$ cat config.mk
export PLATFORM = sky130hd
export DESIGN_NAME = game_ctrl_flat
export DESIGN_NICKNAME = d
export VERILOG_FILES = /design/src/rtl/game_pkg.sv /design/src/rtl/game_ctrl_if.sv /design/src/rtl/bcd_score.sv /design/src/rtl/game_ctrl.sv /design/src/flat_wrapper.sv
export SDC_FILE = /design/constraint.sdc
export NUM_CORES = 1
export LEC_CHECK = 0
export CORE_MARGIN = 3
export CORE_UTILIZATION = 46
export CTS_CLUSTER_SIZE = 10
export DETAILED_ROUTE_END_ITERATION = 10
export PLACE_DENSITY = 0.79
export SYNTH_ARGS = -nofsm -noshare
export SYNTH_HDL_FRONTEND = slang
export SYNTH_SLANG_ARGS = --single-unit
$ cat constraint.sdc
create_clock -name clk -period 1.5 [get_ports clk]
set_input_delay 0.3 -clock clk [delete_from_list [all_inputs] [get_ports clk]]
set_output_delay 0.3 -clock clk [all_outputs]
set_load 0.05 [all_outputs]
$ cat src/rtl/game_pkg.sv
// Shared definitions for the ping-pong game sequencer.
//   game_state_e : sequencer states, 2-bit encoding
//   DEF_*        : default parameter values for game_ctrl
//   BCD_W        : width of one BCD score digit
package game_pkg;

  typedef enum logic [1:0] {
    NEWGAME = 2'd0,
    PLAY    = 2'd1,
    NEWBALL = 2'd2,
    OVER    = 2'd3
  } game_state_e;

  localparam int DEF_BALLS        = 3;
  localparam int DEF_TIMER_FRAMES = 120;
  localparam int BCD_W            = 4;
  localparam int TIMER_W          = 7;

endpackage

$ cat src/rtl/game_ctrl_if.sv
// Signal bundle between the game sequencer and its surroundings.
//   master : drives frame tick, buttons, hit/miss; receives score/flags
//   slave  : the sequencer side (game_ctrl)
interface game_ctrl_if;
  import game_pkg::*;

  logic               update_allow_frist_pluse;
  logic               up_en;
  logic               down_en;
  logic               hit;
  logic               miss;
  logic [BCD_W-1:0]   dig0;
  logic [BCD_W-1:0]   dig1;
  logic [1:0]         ball_num;
  logic               gra_still;
  logic               show_logo;
  logic               show_over;

  modport master (
    output update_allow_frist_pluse, up_en, down_en, hit, miss,
    input  dig0, dig1, ball_num, gra_still, show_logo, show_over
  );

  modport slave (
    input  update_allow_frist_pluse, up_en, down_en, hit, miss,
    output dig0, dig1, ball_num, gra_still, show_logo, show_over
  );
endinterface

$ cat src/rtl/bcd_score.sv
// Two-digit BCD score counter, saturating at 99.
//   clk, rst  : clock, async active-low reset
//   clr_i     : synchronous clear to 00 (wins over inc_i)
//   inc_i     : add one
//   dig0_o    : units digit, dig1_o : tens digit
module bcd_score
  import game_pkg::*;
(
  input  logic             clk,
  input  logic             rst,
  input  logic             clr_i,
  input  logic             inc_i,
  output logic [BCD_W-1:0] dig0_o,
  output logic [BCD_W-1:0] dig1_o
);

  logic [BCD_W-1:0] dig0_q, dig0_d;
  logic [BCD_W-1:0] dig1_q, dig1_d;
  logic             at_max;

  assign at_max = (dig0_q == 4'd9) && (dig1_q == 4'd9);

  always_comb begin
    dig0_d = dig0_q;
    dig1_d = dig1_q;
    if (clr_i) begin
      dig0_d = '0;
      dig1_d = '0;
    end else if (inc_i && !at_max) begin
      if (dig0_q == 4'd9) begin
        dig0_d = '0;
        dig1_d = dig1_q + 4'd1;
      end else begin
        dig0_d = dig0_q + 4'd1;
      end
    end
  end

  always_ff @(posedge clk or negedge rst) begin
    if (!rst) begin
      dig0_q <= '0;
      dig1_q <= '0;
    end else begin
      dig0_q <= dig0_d;
      dig1_q <= dig1_d;
    end
  end

  assign dig0_o = dig0_q;
  assign dig1_o = dig1_q;

endmodule

$ cat src/rtl/game_ctrl.sv
// Ping-pong game sequencer: new-game / play / new-ball / game-over FSM,
// pause timer, remaining-ball counter and BCD score.
//   clk, rst : clock, async active-low reset
//   gif      : game_ctrl_if.slave - frame tick, buttons, hit/miss in;
//              score digits, ball count and display flags out
module game_ctrl
  import game_pkg::*;
#(
  parameter int BALLS        = DEF_BALLS,
  parameter int TIMER_FRAMES = DEF_TIMER_FRAMES
) (
  input  logic        clk,
  input  logic        rst,
  game_ctrl_if.slave  gif
);

  localparam logic [1:0]         BALLS_L = 2'(BALLS);
  localparam logic [TIMER_W-1:0] TIMER_L = TIMER_W'(TIMER_FRAMES);

  game_state_e        state_q, state_d;
  logic [TIMER_W-1:0] timer_q, timer_d;
  logic [1:0]         ball_q, ball_d;
  logic               gra_still_q, gra_still_d;
  logic               show_logo_q, show_logo_d;
  logic               show_over_q, show_over_d;
  logic               btn, timer_load, score_clr, score_inc;

  assign btn = gif.up_en | gif.down_en;

  // State, timer, ball count and flags share one register process.
  always_ff @(posedge clk or negedge rst) begin
    if (!rst) begin
      state_q     <= NEWGAME;
      timer_q     <= '0;
      ball_q      <= BALLS_L;
      gra_still_q <= 1'b1;
      show_logo_q <= 1'b1;
      show_over_q <= 1'b0;
    end else begin
      state_q     <= state_d;
      timer_q     <= timer_d;
      ball_q      <= ball_d;
      gra_still_q <= gra_still_d;
      show_logo_q <= show_logo_d;
      show_over_q <= show_over_d;
    end
  end

  // Next state plus the datapath actions tied to transitions.
  always_comb begin
    state_d    = state_q;
    ball_d     = ball_q;
    timer_load = 1'b0;
    score_clr  = 1'b0;
    score_inc  = 1'b0;
    unique case (state_q)
      NEWGAME: if (btn) begin
        state_d   = PLAY;
        score_clr = 1'b1;
        ball_d    = BALLS_L;
      end
      PLAY: begin
        // miss dominates a coincident hit
        if (gif.miss) begin
          timer_load = 1'b1;
          if (ball_q > 2'd1) begin
            ball_d  = ball_q - 2'd1;
            state_d = NEWBALL;
          end else begin
            ball_d  = 2'd0;
            state_d = OVER;
          end
        end else if (gif.hit) begin
          score_inc = 1'b1;
        end
      end
      NEWBALL: if (timer_q == '0 && btn) state_d = PLAY;
      OVER:    if (timer_q == '0)        state_d = NEWGAME;
      default: state_d = NEWGAME;
    endcase
  end

  // Load beats decrement, so a tick in the load cycle is not counted.
  always_comb begin
    timer_d = timer_q;
    if (timer_load)
      timer_d = TIMER_L;
    else if (gif.update_allow_frist_pluse && timer_q != '0)
      timer_d = timer_q - 1'b1;
  end

  // Flags decoded from the next state so they move with the state register.
  always_comb begin
    gra_still_d = (state_d != PLAY);
    show_logo_d = (state_d == NEWGAME);
    show_over_d = (state_d == OVER);
  end

  bcd_score u_score (
    .clk    (clk),
    .rst    (rst),
    .clr_i  (score_clr),
    .inc_i  (score_inc),
    .dig0_o (gif.dig0),
    .dig1_o (gif.dig1)
  );

  assign gif.ball_num  = ball_q;
  assign gif.gra_still = gra_still_q;
  assign gif.show_logo = show_logo_q;
  assign gif.show_over = show_over_q;

endmodule

$ cat src/flat_wrapper.sv
// flat-port wrapper written by rule: the top's interface ports become plain ports
module game_ctrl_flat import game_pkg::*;
#(
  parameter int BALLS        = DEF_BALLS,
  parameter int TIMER_FRAMES = DEF_TIMER_FRAMES
)
  (clk, rst, gif_update_allow_frist_pluse, gif_up_en, gif_down_en, gif_hit, gif_miss, gif_dig0, gif_dig1, gif_ball_num, gif_gra_still, gif_show_logo, gif_show_over);
  game_ctrl_if gif_i ();
  input  logic clk;
  input  logic rst;
  input wire logic [$bits(gif_i.update_allow_frist_pluse)-1:0] gif_update_allow_frist_pluse;
  input wire logic [$bits(gif_i.up_en)-1:0] gif_up_en;
  input wire logic [$bits(gif_i.down_en)-1:0] gif_down_en;
  input wire logic [$bits(gif_i.hit)-1:0] gif_hit;
  input wire logic [$bits(gif_i.miss)-1:0] gif_miss;
  output wire logic [$bits(gif_i.dig0)-1:0] gif_dig0;
  output wire logic [$bits(gif_i.dig1)-1:0] gif_dig1;
  output wire logic [$bits(gif_i.ball_num)-1:0] gif_ball_num;
  output wire logic [$bits(gif_i.gra_still)-1:0] gif_gra_still;
  output wire logic [$bits(gif_i.show_logo)-1:0] gif_show_logo;
  output wire logic [$bits(gif_i.show_over)-1:0] gif_show_over;
  assign gif_i.update_allow_frist_pluse = gif_update_allow_frist_pluse;
  assign gif_i.up_en = gif_up_en;
  assign gif_i.down_en = gif_down_en;
  assign gif_i.hit = gif_hit;
  assign gif_i.miss = gif_miss;
  assign gif_dig0 = gif_i.dig0;
  assign gif_dig1 = gif_i.dig1;
  assign gif_ball_num = gif_i.ball_num;
  assign gif_gra_still = gif_i.gra_still;
  assign gif_show_logo = gif_i.show_logo;
  assign gif_show_over = gif_i.show_over;
  game_ctrl #(.BALLS(BALLS), .TIMER_FRAMES(TIMER_FRAMES)) u_core (.clk(clk), .rst(rst), .gif(gif_i));
endmodule
* Word-level counts from Yosys, hierarchy flattened
Index checks and enable logic that the tools add are counted.
Word-level totals: input bits 7, output and inout bits 13, word-level logic and storage cells 63, flip-flop bits (word level) 22
Operators by class: order comparisons 1, reductions and logical operators 15, bitwise gates (word level) 1, eq/ne operators 9, multiplexer cells 25, $add $sub $neg 4
Operators with widths (count):
- 2-to-1 mux 4 bit | 6
- 2-to-1 mux 2 bit | 7
- 2-to-1 mux 7 bit | 2
- adder 4 x 1 -> 4 bit (second input constant) | 2
- == test 4 bit (second input constant) | 2
- 2-to-1 mux 1 bit | 8
- case mux 2 bit (4 select lines) | 1
- nonzero test 2 bit | 4
- logical NOT 7 bit | 1
- nonzero test 7 bit | 1
- subtractor 7 x 1 -> 7 bit (second input constant) | 1
- == test 2 bit (second input constant) | 3
- logical AND 1 bit | 4
- logical NOT 2 bit | 2
- inequality test 2 x 1 -> 1 bit (second input constant) | 2
- case mux 2 bit (2 select lines) | 1
- AND reduction 3 bit | 1
- == test 2 x 1 -> 1 bit (second input constant) | 1
- > comparator 2 x 1 -> 1 bit (second input constant) | 1
- inequality test 2 bit (second input constant) | 1
- AND reduction 2 bit | 1
- subtractor 2 x 1 -> 2 bit (second input constant) | 1
- logical NOT 1 bit | 1
- OR 1 bit | 1

* Longest topological paths before layout
depth after elaboration 6, mapped depth 7, gate-level depth less buffers 7

* By module
A second synthesis with hierarchy kept.
Second synthesis, totals: cell total of the unflattened synthesis 124, area, all modules 1243.7 um^2
Modules (own cells, without submodules):
- game_ctrl | area an instance 740.7 um^2, times used 1, sequential area each 355.3 um^2, cells an instance 72
- bcd_score | area an instance 503.0 um^2, times used 1, sequential area each 200.2 um^2, cells an instance 52

* Worst setup path before layout
No wires, ideal clock.
kind register to register, from register u_core.timer_q[0], to register u_core.show_over_q (netlist: u_core.gif.show_over), data required time 1.381 ns, library setup time 0.119 ns, cell stages (with the launch flop) 7, data arrival time 1.585 ns, path slack -0.204 ns, period minus slack after synthesis 1.704 ns, buffers on the path 0, cell sequence dfrtp_1 inv_1 ha_1 or4b_4 o31ai_4 a31oi_2 and2_1
On the way: longest elaborated chain between the ends 5, elaborated cells on any way between the ends 6, those cells by class eq/ne (1); mux (3); reduce/logical (2)
RTL lines:
- from (decl) | RTL line game_ctrl.sv:21 | logic [TIMER_W-1:0] timer_q, timer_d;
- from (signal assigned) | RTL line game_ctrl.sv:41 | timer_q <= timer_d;
- logical NOT 7 bit * | RTL line game_ctrl.sv:77, game_ctrl.sv:78
- logical AND 1 bit | RTL line game_ctrl.sv:77 | NEWBALL: if (timer_q == '0 && btn) state_d = PLAY;
- 2-to-1 mux 2 bit | RTL line game_ctrl.sv:77
- case mux 2 bit (4 select lines) * | RTL line game_ctrl.sv:56 | unique case (state_q)
- via u_core.state_d[0] | RTL line game_ctrl.sv:20 | game_state_e state_q, state_d;
- == test 2 bit * | RTL line game_ctrl.sv:96 | show_over_d = (state_d == OVER);
- via u_core.show_over_d | RTL line game_ctrl.sv:25 | logic show_over_q, show_over_d;
- to (signal assigned) | RTL line game_ctrl.sv:45 | show_over_q <= show_over_d;
- to (decl) | RTL line game_ctrl.sv:25
The timed path passes the listed nets; every way through them passes the cells marked *. A chain may end at the register's enable or synchronous reset.

* Final worst setup path
Same ends and word-level chain as after synthesis.

==> flow_summary.toml <==
[layout]
mostFrequentLayoutCells = "buf_4 (26), dfrtp_1 (14), buf_12 (13)"
final_layout_size_suffix_gt1_share_pct = 38.9
stdcell_area_um2 = 1740
layout_commonest_cell = "buf_4"
fill_cells = 146
diodes = 0
post-route-util_pct = 76.6
area_delta_synth_final_pct = 53.8
nets = 171

[global_route]
antenna_found_initial = 0
track_usage_pct = 18.7
grt.overflow.total = 0
grt_pass1_wl_mm = 4.55
grt_max_degree = 23
grt_pass1_vias = 1049

[yosys]
syn-cell-area_um2 = 1130
avgSynthCellArea_um2 = 10.3
synth_cells = 110
ys_ff_latch = 22
yosysSeqAreaShare_pct = 49.0
synth_fp_nets = 122
ys_types = 32
yosysWarnings = 0

[critical_path]
criticalPathCategory = "reg -> reg"
max_stage_delay_ns = 0.51
cpMaxStageDelayCell = "or4b_4"
path_max_fanout = 4
cp-start-kind = "flop"
critPathCaptureType = "flop"
crit_family = "simple AND/OR/NAND/NOR gates"
critical_path_cell_count = 6
crit_buf_inv = 1
critical_path.cell_chain = "inv_2 -> ha_4 -> or4b_4 -> o31ai_4 -> a31oi_4 -> and2_1"
ff2ff_path_depth = 6
r2r-start = "u_core.timer_q[0]"
cp-startpoint = "u_core.timer_q[0]"
arrival_ns = 1.97
crit_required_ns = 1.70

[clock_tree]
cts-buffers-inserted = 3
cts_hold_buf = 0
h-tree-depth = 1
root_buffer = "clkbuf_4"
clock_latency_ns = 0.31
clock-sinks = 22
clock_path_buffers = 2
clk_pin_slew_ns = 0.12
cts_tree = "done"

[detailed_routing]
wirelength_mm = 2.61
drcViolationCount = 0
dr.pass1.iters = 4
via_per_inst = 5.53
ant_nets = 0
vias = 1023
avgRoutedWirePerCell_um = 14.1
drt_iter0_markers = 21

[die]
rows = 17
die_x_um = 55.6
design.portCount = 20
die_h_um = 55.6
die-area_um2 = 3100
start_util_pct = 49.8
core_um2 = 2280

[placement]
place_hpwl_mm = 2.05
place_congestion = 0.861
place_area_um2 = 1650
portBuffers = 19

[sta]
hold_viol = 0
max_freq_ghz = 0.566
tightest_slew_ns = 0.342
final.setup_skew_ns = 0.0104
setup_ws_ns = -0.266
hold_slack_ns = 0.320
rsz0062_at_grt = "yes"
setup_viol = 10
relSlewSlack_pct = 77.1
fin_crit_sh_pct = 118
period_minus_slack_ns = 1.77
drv_slew = 0

[pwr]
ir_worst_vdd_uv = 1560
p_leak_uw = 0.000736
power_density_nw_per_um2 = 1670

[min_path]
hp-class = "in -> async"

[status]
violations = "negative setup slack"
status = "finished with violations"

[flow_run]
max_cap_viol_count = 0
-- Yosys cell counts --
| library cell | instances | area [um2] |
|---|---|---|
| a21oi_1 | 5 | 25.0 |
| nand3_1 | 11 | 55.1 |
| clkbuf_1 | 1 | 3.75 |
| nand2_1 | 12 | 45.0 |
| nor4b_2 | 1 | 15.0 |
| nand4b_1 | 1 | 8.76 |
| o21ai_1 | 2 | 10.0 |
| a31o_1 | 1 | 8.76 |
| a211o_1 | 1 | 8.76 |
| or3_1 | 2 | 12.5 |
| xnor2_1 | 1 | 8.76 |
| and3_1 | 1 | 6.26 |
| o31ai_4 | 2 | 42.5 |
| inv_1 | 6 | 22.5 |
| or2_2 | 1 | 6.26 |
| ha_1 | 5 | 62.6 |
| a211oi_1 | 1 | 7.51 |
| o31ai_1 | 4 | 30.0 |
| dfrtp_1 | 18 | 450 |
| o211ai_1 | 2 | 15.0 |
| nand3b_1 | 4 | 30.0 |
| and4bb_2 | 1 | 12.5 |
| xor2_1 | 2 | 17.5 |
| dfstp_2 | 4 | 105 |
| or4b_4 | 1 | 13.8 |
| nor2_1 | 7 | 26.3 |
| a31oi_2 | 1 | 12.5 |
| o21ai_0 | 5 | 25.0 |
| and2_1 | 1 | 6.26 |
| and3b_1 | 2 | 17.5 |
| nand4_1 | 2 | 12.5 |
| nor3_1 | 2 | 10.0 |
-- power by group --
| group | internal (uW) | switching, uW |
|---|---|---|
| clock | 93.9 | 168 |
| sequential | 820 | 177 |
| combinational | 821 | 837 |
| total | 1740 | 1180 |
-- sequential cells by signal, summed over array words and instances, names as in the netlist --
register               cells
u_core.gif.ball_num        2
u_core.gif.gra_still       1
u_core.gif.show_logo       1
u_core.gif.show_over       1
u_core.state_q             2
u_core.timer_q             7
u_core.u_score.dig0_o      4
u_core.u_score.dig1_o      4
-- cells by family (layout without fill, tap and decap cells) --
family,Yosys count,count (layout),synth area share (%)
AO/OA/AOI/OAI,24,24,16.3
XOR/XNOR,3,3,2.32
adder cells (fa/ha/maj),5,5,5.52
buffers and inverters,7,54,2.32
flip-flops,22,22,49.0
AND/OR/NAND/NOR,49,49,24.5
-- metrics by stage --
step	instances	setup slack (ns)	TNS [ns]	total power, uW
final	185	-0.266	-1.55	2920
after global routing	185	-0.344	-2.46	3120
after CTS	181	-0.244	-1.30	2830
after detailed placement	176	-0.261	-2.80	2550
after global placement	176	-0.212	-1.77	2480
after floorplan	110	-0.180	-0.582	1770
-- layer usage --
| layer | track usage, % | share of wire (%) |
|---|---|---|
| met2 | 33.8 | 54 |
| met1 | 20.9 | 41 |
| met5 | 0 | 0 |
| met4 | 9.38 | 1.8 |
| met3 | 3.48 | 3.8 |
-- final cells by class --
| type | count | area, um2 | share of cell area [%] |
|---|---|---|---|
| clock buffers | 3 | 22.5 | 1.29 |
| inverters | 6 | 22.5 | 1.29 |
| multi-input cells | 81 | 587 | 33.7 |
| flip-flops and latches | 22 | 561 | 32.2 |
| well taps | 28 | 35.0 | 2.01 |
| repair buffers | 45 | 515 | 29.6 |
-- final timing paths --
kind,to,slack [ns]
max in group asynchronous,u_core.gif.gra_still,0.89
min,u_core.u_score.dig0_o[2],0.32
min in group clk,u_core.gif.ball_num[0],0.54
min reg2reg,u_core.gif.ball_num[0],0.54
max,u_core.gif.show_over,-0.27
max reg2reg,u_core.gif.show_over,-0.27
-- repair_timing --
item / in CTS / in global routing
resized for setup: 0 / 4
pin swaps: 2 / 8
buffers inserted: 2 / 5
endpoints found under the setup margin: 7 / 14
No activity file was read; power rests on OpenSTA's default activity.
==> patch 1, RTL diff (config.mk and constraints unchanged) <==
Re-encode `game_state_e` (4 states) as Gray code, 2 bits wide.
--- a/src/rtl/game_pkg.sv
+++ b/src/rtl/game_pkg.sv
@@ -5,10 +5,10 @@
 package game_pkg;
 
   typedef enum logic [1:0] {
-    NEWGAME = 2'd0,
-    PLAY    = 2'd1,
-    NEWBALL = 2'd2,
-    OVER    = 2'd3
+    NEWGAME = 2'b00,
+    PLAY    = 2'b01,
+    NEWBALL = 2'b11,
+    OVER    = 2'b10
   } game_state_e;
 
   localparam int DEF_BALLS        = 3;
Function: no difference found for any inputs over 10 cycles, from zero or initial values and one cycle with rst low; not proved beyond that.
==> patch 1 against the unedited design <==
The run still ends with setup timing left. Fmax increased by 13%. Total power increased by 12%. Count of clock-buffer cells in the layout unchanged. Setup slack improved by 0.21 ns. Sequential cell count unchanged. Cell area increased by 5.0%. Sequential share of layout area decreased by 1.5 points. Area after synthesis increased by 4.7%. Routed wire length increased by 20%. First-iteration DRC count increased by 29%.
==> patch 1: results (changes against the unedited design) <==
- Internal power: 1970 uW (+13%)
- Number of global-route vias before repair: 1065 (+1.5%)
- Critical Path Source: gif_update_allow_frist_pluse
- Detailed Route Iter0 Violations: 27 (+29%)
- Top cells by count, synth: dfrtp_1, nand2_1, o21ai_0
- R2r setup slk: -0.01 ns (+0.26 ns)
- Syn nets: 126 (+3.3%)
- CP Data Arrival Time: 1.83 ns (-0.14 ns)
- Slowest-stage cell, CP: clkdlybuf4s50_1
- Sequential area share after synthesis: 46.8% (-2.2 points)
- Worst Tran Pin Value: 0.455 ns (+0.113 ns)
- Final-stage net count: 170 (-0.58%)
- Post-place instance area: 1710 um^2 (+3.4%)
- Fin Clk Skew: 0.00333 ns (-0.00705 ns)
- DP Wirelength: 2100 um (+2.5%)
- Routability Congestion: 0.785 (-8.9%)
- Worst Reg2Reg Path Length in Cells: 5 (-1)
- Layout cells sized above 1: 40.8% (+1.9 points)
- Status: finished, violations left
- Fillers: 150 (+2.7%)
- Largest fanout on the critical path: 3 (-1)
- Failing checks: setup timing
- Slowest stage delay, CP: 0.53 ns (+0.02 ns)
- CP Capture Point: u_core.timer_q[3]
- Setup WS post-layout: -0.0602 ns (+0.205 ns)
- Setup violators final: 2 (-8)
- WL final: 3130 um (+20%)
- Main area contributors after synthesis: dfrtp_1, dfstp_2, ha_1, mux2i_1, o21ai_0
- GRT Overall Usage: 19.8% (+1.0 points)
==> patch 1: logic make-up after synthesis <==
group                      count (synthesis)  synth area share, %
DFF                                       22                 46.8
and+or+nand+nor                           39                 21.5
buffers and inverters                      9                 3.06
adders and majority gates                  5                 5.27
AOI/OAI and AO/OA                         33                 18.3
muxes                                      6                 5.06
==> patch 1: layer usage <==
metal | up-vias | share of wire, % | GRT usage, %
met5 | - | 0 | 0
met4 | 0 | 1.6 | 8.94
met3 | 6 | 5.4 | 3.68
met2 | 44 | 48 | 32.0
met1 | 566 | 45 | 25.5
li1 | 509 | - | -
==> patch 1: how the worst min path moves through the flow <==
stage                            from                       end  slack (ns)
2_1_floorplan                     rst      u_core.gif.show_over       0.004
3_3_place_gp   u_core.gif.ball_num[1]    u_core.gif.ball_num[1]        0.52
3_5_place_dp   u_core.gif.ball_num[1]    u_core.gif.ball_num[1]        0.54
4_1_cts                           rst  u_core.u_score.dig1_o[2]        0.31
5_1_grt                           rst  u_core.u_score.dig1_o[3]        0.32
6_report                          rst  u_core.u_score.dig1_o[2]        0.31
==> patch 1: critical path, delay by kind of cell <==
| family | cells | cell delay [ns] |
|---|---|---|
| buffers and inverters | 1 | 0.53 |
| and+or+nand+nor | 3 | 1.00 |
==> patch 1: final cells by class <==
class                   count  area [um^2]  share of cell area, %
multi-input cells          83          666                   36.4
clock buffers               3         22.5                   1.23
repair buffers             42          493                   26.9
clock inverters             1         30.0                   1.64
well taps                  28         35.0                   1.92
flip-flops and latches     22          561                   30.6
inverters                   6         22.5                   1.23
==> patch 1: stage by stage <==
| step | cells | setup slack [ns] | power (uW) | utilization (%) |
|---|---|---|---|---|
| after floorplan | 114 | -0.0158 | 1840 | - |
| after global placement | 179 | -0.258 | 2540 | 73.7 |
| after detailed placement | 179 | -0.357 | 2610 | 73.7 |
| after CTS | 181 | -0.00150 | 3100 | 76.1 |
| after global routing | 185 | -0.0855 | 3420 | 78.9 |
| final | 185 | -0.0602 | 3260 | 78.9 |
==> patch 1: power by group through the flow <==
stage | logic (uW) | clock network [uW] | registers (uW)
after floorplan | 540 | 0 | 1300
after global placement | 1490 | 0 | 1050
after detailed placement | 1550 | 0 | 1070
after CTS | 1560 | 475 | 1070
after global routing | 1800 | 503 | 1120
final | 1700 | 468 | 1090
==> patch 1: timing repair <==
| item | CTS | global route |
|---|---|---|
| hold buffers | 0 | 0 |
| setup endpoints to repair | 5 | 9 |
| setup buffers | 0 | 4 |
| endpoints found under the hold margin | 0 | 0 |
| pin swaps | 4 | 5 |
| resized for setup | 5 | 6 |
==> patch 2, RTL diff (same settings) <==
Made on the original files. The package constant `TIMER_W` goes from 7 to 14.
--- a/src/rtl/game_pkg.sv
+++ b/src/rtl/game_pkg.sv
@@ -14,7 +14,7 @@
   localparam int DEF_BALLS        = 3;
   localparam int DEF_TIMER_FRAMES = 120;
   localparam int BCD_W            = 4;
-  localparam int TIMER_W          = 7;
+  localparam int TIMER_W          = 14;
 
 endpackage
 
Check against the original RTL: same outputs for any inputs over 10 cycles, from zero or initial values and one cycle with rst low; that may be too few to reach the edited logic, so the function may still have changed.
==> patch 2 against the unedited design <==
The flow still finishes with violations (setup timing). Setup slack got worse by 0.30 ns. Routed wire length increased to 3.2 times the old value. Core utilization increased by 12 points. Global-route usage increased by 16 points. Via count increased by 98%. Sequential share of layout area decreased by 5.8 points. Sequential cell count increased by 7. Cell area increased by 61%. Area after synthesis increased by 38%. Total power increased by 43%. Hold slack improved by 0.027 ns. Critical path type unchanged.
==> patch 2: results (changes against the unedited design) <==
- Status: finished, violations left
- Failing checks: setup timing
- Post-place instance area: 2270 um^2 (+37%)
- Largest net degree at the start of global routing: 30 (+30%)
- Mean Syn Cell Area: 9.56 um^2 (-7.2%)
- Wire length on met3: 962 um (+860%)
- Detailed Route Iter0 Violations: 305 (+1400%)
- Met1 Wirelength: 2890 um (+170%)
- Worst Tran Pin Value: 0.694 ns (+0.352 ns)
- Met1 GRT Util: 37.8% (+17 points)
- Worst R2R End: u_core.timer_q[13]
- GRT Overall Usage: 34.8% (+16 points)
- Sequential area share after synthesis: 46.9% (-2.1 points)
- Placed Cells: 262 (+49%)
- DP Worst Slack: -0.341 ns (-0.0799 ns)
- Maximum VDD drop: 1160 uV (-25%)
- Top cells by count, synth: dfrtp_1, a21oi_1, nor2_1
- GR Util met3: 12.0% (+8.5 points)
- H-tree depth: 2 (+1)
- Max reg flops: 14 (+7)
- Slowest stage delay, CP: 0.61 ns (+0.10 ns)
- Setup WS post-layout: -0.568 ns (-0.302 ns)
- Syn nets: 175 (+43%)
- CP Data Arrival Time: 2.33 ns (+0.36 ns)
- Main area contributors after synthesis: dfrtp_1, dfstp_2, a21oi_1, ha_1, nor2_1
- Worst Reg2Reg Path Length in Cells: 4 (-2)
- WL met2: 3760 um (+170%)
- Routability Congestion: 0.828 (-3.8%)
- Avg Vias per Cell: 7.00 (+27%)
- Met2 usage: 57.8% (+24 points)
- Fillers: 114 (-22%)
- DP Wirelength: 3180 um (+55%)
- Pre-antenna DRT Iters: 6 (+2)
- Largest fanout on the critical path: 5 (+1)
- WL final: 8420 um (+220%)
- Setup violators final: 25 (+15)
- Clk_lat worst skew: 0.34 ns (+0.03 ns)
- Reg2reg start: u_core.timer_q[8]
- Layout cells sized above 1: 59.2% (+20 points)
- Post-layout util: 88.7% (+12 points)
- Number of global-route vias before repair: 1928 (+84%)
- Fin Clk Skew: 0.00720 ns (-0.00318 ns)
- Clock slew at reported path FFs: 0.10 ns (-0.02 ns)
- Final cell count without fillers: 289 (+56%)
- WHS: 0.347 ns (+0.0274 ns)
- Leak pwr: 0.00121 uW (+64%)
- First-pass GRT wire length: 10700 um (+140%)
- Slowest-stage cell, CP: nor3_2
- Yosys cell types: 40 (+25%)
patch 2: worst max path at each step:
stage / start / end / slack [ns] / cells after the start
finish: u_core.timer_q[8] / u_core.timer_q[13] / -0.57 / 4
global route: u_core.timer_q[8] / u_core.timer_q[11] / -0.63 / 5
CTS: u_core.timer_q[2] / u_core.timer_q[13] / -0.34 / 4
detailed placement: u_core.timer_q[1] / u_core.timer_q[9] / -0.34 / 4
global placement: u_core.timer_q[1] / u_core.timer_q[9] / -0.30 / 4
floorplan: u_core.timer_q[0] / u_core.timer_q[9] / -0.31 / 4
patch 2: power by group:
part	total [uW]	internal [uW]	leakage, uW	switching [uW]
Combinational	2380	1110	0.000820	1280
Sequential	1240	1010	0.000354	234
Clock	534	231	0.0000326	303
patch 2: cell families (layout without fill, tap and decap cells):
family | after synthesis | in the layout | share of synthesized area, %
AND/OR/NAND/NOR | 73 | 73 | 27.2
adder cells (fa/ha/maj) | 5 | 5 | 4.01
AO/OA/AOI/OAI | 39 | 39 | 15.8
XOR/XNOR | 6 | 6 | 3.37
buffers and inverters | 11 | 93 | 2.73
flip-flops | 29 | 29 | 46.9
patch 2: cell type report:
class | count | area share [%]
inverters | 5 | 0.671
repair buffers | 80 | 29.5
flip-flops and latches | 29 | 26.3
well taps | 44 | 1.97
multi-input cells | 123 | 39.4
clock buffers | 8 | 2.10
patch 2: what timing repair did:
action / CTS / global route
hold endpoints to repair: 0 / 0
gates cloned: 1 / 0
pin swaps: 16 / 11
setup buffers: 7 / 13
resized for setup: 40 / 34
setup endpoints to repair: 19 / 26
patch 2: critical path: cells and delay by family (launching register included):
| kind | cells | cell delay, ns |
|---|---|---|
| AND/OR/NAND/NOR | 3 | 1.41 |
| AO/OA/AOI/OAI | 1 | 0.16 |
| flip-flops | 1 | 0.43 |
